<file path="src/rtl/branch_predictor_ctrl.sv">
// Branch prediction table controller: 2^INDEX_BITS two-bit saturating
// counters with fetch lookup, execute update and a multi-cycle clear.
//
// Ports:
//   clk_i, reset_i    clock; async active-high reset
//   pc_f_i            fetch PC for lookup
//   pc_src_pred_f_o   predicted taken for pc_f_i (forced 0 while busy)
//   update_valid_e_i  execute-stage branch resolved this cycle
//   pc_e_i            PC of the resolving branch
//   pc_src_res_e_i    resolved outcome (1 = taken)
//   flush_table_i     clear whole table to weakly-untaken
//   busy_o            clear sequence in progress
//
// Optional feature: define BP_UPDATE_BYPASS_EN to forward a same-index
// update into the same-cycle lookup.

module branch_predictor_ctrl #(
  parameter int INDEX_BITS = 4,
  parameter int PC_WIDTH   = 32
) (
  input  logic                clk_i,
  input  logic                reset_i,
  input  logic [PC_WIDTH-1:0] pc_f_i,
  output logic                pc_src_pred_f_o,
  input  logic                update_valid_e_i,
  input  logic [PC_WIDTH-1:0] pc_e_i,
  input  logic                pc_src_res_e_i,
  input  logic                flush_table_i,
  output logic                busy_o
);

  localparam int DEPTH = 1 << INDEX_BITS;
  localparam logic [1:0] WU = 2'b01;

  typedef enum logic {
    IDLE  = 1'b0,
    CLEAR = 1'b1
  } state_t;

  state_t state_q, state_d;

  logic [INDEX_BITS-1:0] clr_idx_q, clr_idx_d;
  logic [INDEX_BITS-1:0] idx_f, idx_e;
  logic [1:0]            cnt_q [DEPTH];
  logic [1:0]            upd_val;
  logic                  clr_we, upd_we;
  logic                  pred_raw;
  logic                  unused_pc;

  assign idx_f = pc_f_i[INDEX_BITS+1:2];
  assign idx_e = pc_e_i[INDEX_BITS+1:2];

  // Only the index field of either PC matters; aliasing is intended.
  assign unused_pc = ^{pc_f_i, pc_e_i};

  function automatic logic [1:0] sat_next(
    input logic [1:0] c,
    input logic       taken
  );
    if (taken)
      return (c == 2'b11) ? c : c + 2'd1;
    else
      return (c == 2'b00) ? c : c - 2'd1;
  endfunction

  assign upd_val = sat_next(cnt_q[idx_e], pc_src_res_e_i);

  // State register
  always_ff @(posedge clk_i or posedge reset_i) begin
    if (reset_i) begin
      state_q   <= IDLE;
      clr_idx_q <= '0;
    end else begin
      state_q   <= state_d;
      clr_idx_q <= clr_idx_d;
    end
  end

  // Next-state logic; a flush in CLEAR restarts from entry 0.
  always_comb begin
    state_d   = state_q;
    clr_idx_d = clr_idx_q;
    unique case (state_q)
      IDLE: begin
        if (flush_table_i) begin
          state_d   = CLEAR;
          clr_idx_d = '0;
        end
      end
      CLEAR: begin
        if (flush_table_i) begin
          clr_idx_d = '0;
        end else begin
          clr_idx_d = clr_idx_q + 1'b1;
          if (clr_idx_q == '1)
            state_d = IDLE;
        end
      end
      default: begin
        state_d   = IDLE;
        clr_idx_d = '0;
      end
    endcase
  end

  // Output logic; a same-cycle flush drops the update.
  always_comb begin
    busy_o = (state_q == CLEAR);
    clr_we = busy_o;
    upd_we = !busy_o && !flush_table_i && update_valid_e_i;
  end

  // Counter table
  always_ff @(posedge clk_i or posedge reset_i) begin
    if (reset_i) begin
      for (int i = 0; i < DEPTH; i++)
        cnt_q[i] <= WU;
    end else if (clr_we) begin
      cnt_q[clr_idx_q] <= WU;
    end else if (upd_we) begin
      cnt_q[idx_e] <= upd_val;
    end
  end

  // Lookup
  always_comb begin
    pred_raw = cnt_q[idx_f][1];
`ifdef BP_UPDATE_BYPASS_EN
    if (upd_we && (idx_f == idx_e))
      pred_raw = upd_val[1];
`endif
    pc_src_pred_f_o = pred_raw & ~busy_o;
  end

endmodule

</file>
<file path="config.mk">
export PLATFORM = sky130hd
export DESIGN_NAME = branch_predictor_ctrl
export DESIGN_NICKNAME = d
export VERILOG_FILES = /design/src/rtl/branch_predictor_ctrl.sv
export SDC_FILE = /design/constraint.sdc
export NUM_CORES = 1
export LEC_CHECK = 0
export ABC_AREA = 1
export ABC_CLOCK_PERIOD_IN_PS = 2500
export CAP_MARGIN = 30
export CORE_MARGIN = 2
export CORE_UTILIZATION = 40
export CTS_CLUSTER_DIAMETER = 40
export DETAILED_ROUTE_END_ITERATION = 12
export GPL_TIMING_DRIVEN = 1
export HOLD_SLACK_MARGIN = 0.12
export PLACE_DENSITY = 0.67
export SLEW_MARGIN = 40
export SYNTH_ARGS = -nofsm -noshare
export SYNTH_HDL_FRONTEND = slang
export SYNTH_SLANG_ARGS = --single-unit
</file>
<file path="constraint.sdc">
create_clock -name clk_i -period 2.5 [get_ports clk_i]
set_input_delay 0.5 -clock clk_i [delete_from_list [all_inputs] [get_ports clk_i]]
set_output_delay 0.5 -clock clk_i [all_outputs]
set_load 0.03 [all_outputs]
</file>
==> metrics.txt <==
# TYPE chip_impl_metric gauge
chip_impl_info{name="grt_setup_unrepaired",value="false"} 1
chip_impl_info{name="criticalPathCategory",value="primary input to output pin"} 1
chip_impl_metric{name="max-slew-margin-rel",unit="%"} 66.2
chip_impl_metric{name="dp.final_hpwl",unit="um"} 6160
chip_impl_metric{name="first_pass_grt_wire_length",unit="um"} 13300
chip_impl_metric{name="cap_violations",unit=""} 0
chip_impl_metric{name="mapped_avg_cell_area",unit="sq um"} 6.46
chip_impl_metric{name="antenna_found_initial",unit=""} 0
chip_impl_metric{name="design_area",unit="sq mm"} 0.00337
chip_impl_metric{name="setup_viol",unit=""} 0
chip_impl_metric{name="place_ws",unit="ps"} 68.2
chip_impl_metric{name="final.period_utilization",unit="%"} 94.6
chip_impl_metric{name="post_cts.repair.setup_buffers",unit=""} 0
chip_impl_info{name="worst_setup_path_end_kind",value="output pin"} 1
chip_impl_metric{name="grt_start_max_net_pins",unit=""} 38
chip_impl_metric{name="synth_nets",unit=""} 524
chip_impl_metric{name="number_of_instances_in_the_synthesized_netlist",unit=""} 451
chip_impl_metric{name="place.detailed.instances",unit=""} 571
chip_impl_info{name="post_synth_main_area_contributors",value="sky130_fd_sc_hd__dfrtp_1 18%, sky130_fd_sc_hd__dfstp_2 14%, sky130_fd_sc_hd__nand2_1 12%, sky130_fd_sc_hd__inv_1 8.8%, sky130_fd_sc_hd__nor2_1 8.5%"} 1
chip_impl_metric{name="chipHeight",unit="um"} 89.3
chip_impl_metric{name="drt_pre_antenna_iters",unit=""} 5
chip_impl_metric{name="worst-endpoint-arrival",unit="ps"} 1860
chip_impl_metric{name="netlist.area_leader.share",unit="%"} 18.0
chip_impl_info{name="hold_class",value="flip-flop to flip-flop"} 1
chip_impl_metric{name="vias_per_cell",unit=""} 5.24
chip_impl_metric{name="die_area",unit="sq mm"} 0.00798
chip_impl_metric{name="slowest_delay",unit="ps"} 500
chip_impl_metric{name="hold_viol",unit=""} 0
chip_impl_metric{name="synthesis.yosys.warnings",unit=""} 0
chip_impl_info{name="slowest_stage",value="sky130_fd_sc_hd__clkdlybuf4s50_1"} 1
chip_impl_metric{name="synth.ff_latch_count",unit=""} 37
chip_impl_metric{name="detail_route.iter0.violations",unit=""} 326
chip_impl_metric{name="finish.cell_count_without_fillers",unit=""} 579
chip_impl_info{name="cts_root_buf",value="sky130_fd_sc_hd__clkbuf_8"} 1
chip_impl_metric{name="drt-total-wl",unit="um"} 8140
chip_impl_metric{name="report.power.total",unit="mW"} 1.39
chip_impl_info{name="netlist.top_cell.by_area",value="sky130_fd_sc_hd__dfrtp_1"} 1
chip_impl_metric{name="overall_via_count_from_detail_route",unit=""} 3035
chip_impl_metric{name="coreArea",unit="sq mm"} 0.00714
chip_impl_metric{name="cts.sinks",unit=""} 37
chip_impl_info{name="outcome",value="finished clean"} 1
chip_impl_metric{name="clock_tree.htree_level_count",unit=""} 2
chip_impl_metric{name="cts_buffers",unit=""} 5
chip_impl_metric{name="worst_ir_drop_vdd",unit="mV"} 0.223
chip_impl_metric{name="starting_density_of_the_core",unit="%"} 40.8
chip_impl_metric{name="setup-tns-final",unit="ps"} 0
chip_impl_metric{name="route.antenna.remaining_nets",unit=""} 0
chip_impl_info{name="most_frequent_cells_in_the_layout",value="94 x sky130_fd_sc_hd__nand2_1, 66 x sky130_fd_sc_hd__inv_1, 66 x sky130_fd_sc_hd__nor2_1, 35 x sky130_fd_sc_hd__o21ai_0, 34 x sky130_fd_sc_hd__nand3_1"} 1
chip_impl_metric{name="drc",unit=""} 0
chip_impl_metric{name="gp_routability_congestion",unit=""} 0.906
chip_impl_metric{name="antennaDiodeCount",unit=""} 0
chip_impl_metric{name="grt_usage",unit="%"} 21.7
chip_impl_info{name="startpoint_type",value="primary input"} 1
chip_impl_metric{name="fin_ws",unit="ps"} 136
chip_impl_metric{name="finalHoldWorstSlack",unit="ps"} 510
chip_impl_metric{name="final_period_minus_worst_setup_slack",unit="ps"} 2360
chip_impl_metric{name="synthArstFlopShare",unit="%"} 100
chip_impl_metric{name="rows",unit=""} 31
chip_impl_metric{name="critPathRequiredTime",unit="ps"} 2000
chip_impl_metric{name="timing.critical_path.depth",unit=""} 8
chip_impl_metric{name="synthesis.area",unit="sq mm"} 0.00291
chip_impl_metric{name="fin_nets",unit=""} 552
chip_impl_metric{name="cts_hold_buffers",unit=""} 0
chip_impl_metric{name="slew_violations",unit=""} 0
chip_impl_metric{name="globalRouteOverflowTotal",unit=""} 0
chip_impl_metric{name="timing.critical_path.fanout_max",unit=""} 11
chip_impl_metric{name="timing.reg2reg.worst_path_depth",unit=""} 12
chip_impl_metric{name="grt_pass1_vias",unit=""} 2784
chip_impl_metric{name="placed_area",unit="sq mm"} 0.00328
chip_impl_metric{name="cts-root-to-sink-buffers",unit=""} 2
chip_impl_metric{name="port_bufs",unit=""} 14
chip_impl_info{name="list_of_cells_traversed_by_the_critical_path",value="clkdlybuf4s50_1, inv_2, a21oi_1, o21ai_0, o211ai_1, o211ai_1, a21oi_1, buf_4"} 1
chip_impl_metric{name="clkSlewWorstSetupHoldPaths",unit="ps"} 70
chip_impl_metric{name="yosysSeqAreaShare",unit="%"} 32.5
chip_impl_metric{name="max_freq",unit="MHz"} 423
chip_impl_metric{name="min_path_cells",unit=""} 2
chip_impl_info{name="ys_flop_type",value="sky130_fd_sc_hd__dfrtp_1"} 1
chip_impl_metric{name="floorplan.io_pins",unit=""} 71
chip_impl_metric{name="flow.area_growth_from_synthesis",unit="%"} 15.8
chip_impl_metric{name="synth_enable_flop_cells",unit=""} 0
chip_impl_metric{name="chipWidth",unit="um"} 89.3
chip_impl_info{name="tritoncts_clock_tree",value="yes"} 1
chip_impl_metric{name="clk-insertion-delay-late",unit="ps"} 290
chip_impl_metric{name="utilization",unit="%"} 47.3
chip_impl_info{name="layout_commonest_cell",value="sky130_fd_sc_hd__nand2_1"} 1
chip_impl_metric{name="wl_per_cell",unit="um"} 14.1
chip_impl_metric{name="synth_cell_type_count",unit=""} 30
chip_impl_metric{name="tightestPinTransition",unit="ps"} 507
chip_impl_metric{name="pwr_density_cell",unit="mW/mm^2"} 411
chip_impl_metric{name="layout_cells_sized_above_1",unit="%"} 14.8
chip_impl_metric{name="crit_buf_inv",unit=""} 3
chip_impl_metric{name="cellLeakagePower",unit="nW"} 1.57
chip_impl_info{name="path_delay_family",value="buffers and inverters"} 1
chip_impl_metric{name="clock_skew",unit="ps"} 4.40
## registers in the layout (all words and copies together) (netlist names)
signal / count
clr_idx_q: 4
busy_o: 1
cnt_q: 32
## report_power, final
group,switching (mW),internal [mW]
Clock,0.213,0.225
Sequential,0.0181,0.637
Combinational,0.189,0.104
## cells in the mapped netlist, types with 4 or more instances
cell type and number:
sky130_fd_sc_hd__o21ai_0 35, sky130_fd_sc_hd__clkbuf_1 11, sky130_fd_sc_hd__a21oi_1 29, sky130_fd_sc_hd__nor2_1 66, sky130_fd_sc_hd__a31oi_1 11, sky130_fd_sc_hd__inv_1 68
sky130_fd_sc_hd__nand3_1 34, sky130_fd_sc_hd__o211ai_1 6, sky130_fd_sc_hd__nand2_1 94, sky130_fd_sc_hd__dfrtp_1 21, sky130_fd_sc_hd__dfstp_2 16, sky130_fd_sc_hd__ha_1 4
sky130_fd_sc_hd__nor3_1 18, sky130_fd_sc_hd__nand3_2 9, sky130_fd_sc_hd__buf_6 4
## metal layers
layer | vias up | wire length [um] | global-route usage [%]
met4 | 0 | 247 | 8.96
li1 | 1517 | - | -
met3 | 18 | 605 | 3.42
met5 | - | 0 | 0
met2 | 125 | 3730 | 35.5
met1 | 1375 | 3550 | 28.5
## path summary, 6_finish.rpt
kind | endpoint | slack (ps) | startpoint
max in group asynchronous | busy_o | 1500 | reset_i
min in group asynchronous | clr_idx_q[2] | 630 | reset_i
worst min register to register | cnt_q[4] | 510 | cnt_q[4]
worst min-delay path | cnt_q[4] | 510 | cnt_q[4]
worst max register to register | cnt_q[2] | 770 | cnt_q[31]
worst max-delay path | pc_src_pred_f_o | 140 | pc_f_i[2]
## kinds of logic after synthesis
logic type	Yosys count	synth area share [%]
AO/OA/AOI/OAI	89	17.1
adder cells (fa/ha/maj)	4	1.72
buffers and inverters	87	12.5
flip-flops	37	32.5
AND/OR/NAND/NOR	234	36.3
## repair_timing
item,4_1_cts,5_1_grt
endpoints found under the setup margin,0,1
hold endpoints to repair,0,0
gates resized for setup,0,2
## tightest hold or removal path, cell delays in order, from the launching register on
cell	delay, ps
sky130_fd_sc_hd__dfstp_2	380
sky130_fd_sc_hd__nand2_1	60
sky130_fd_sc_hd__nand3_1	70
## cell type report
class                      instances  area [sq um]
multi-input combinational        327          1600
tap                               99           124
clock buffer                       8          90.1
timing repair buffer              38           343
inverter                          70           265
fill                             752          3760
sequential                        37           947
No activity file was read; power rests on OpenSTA's default activity.
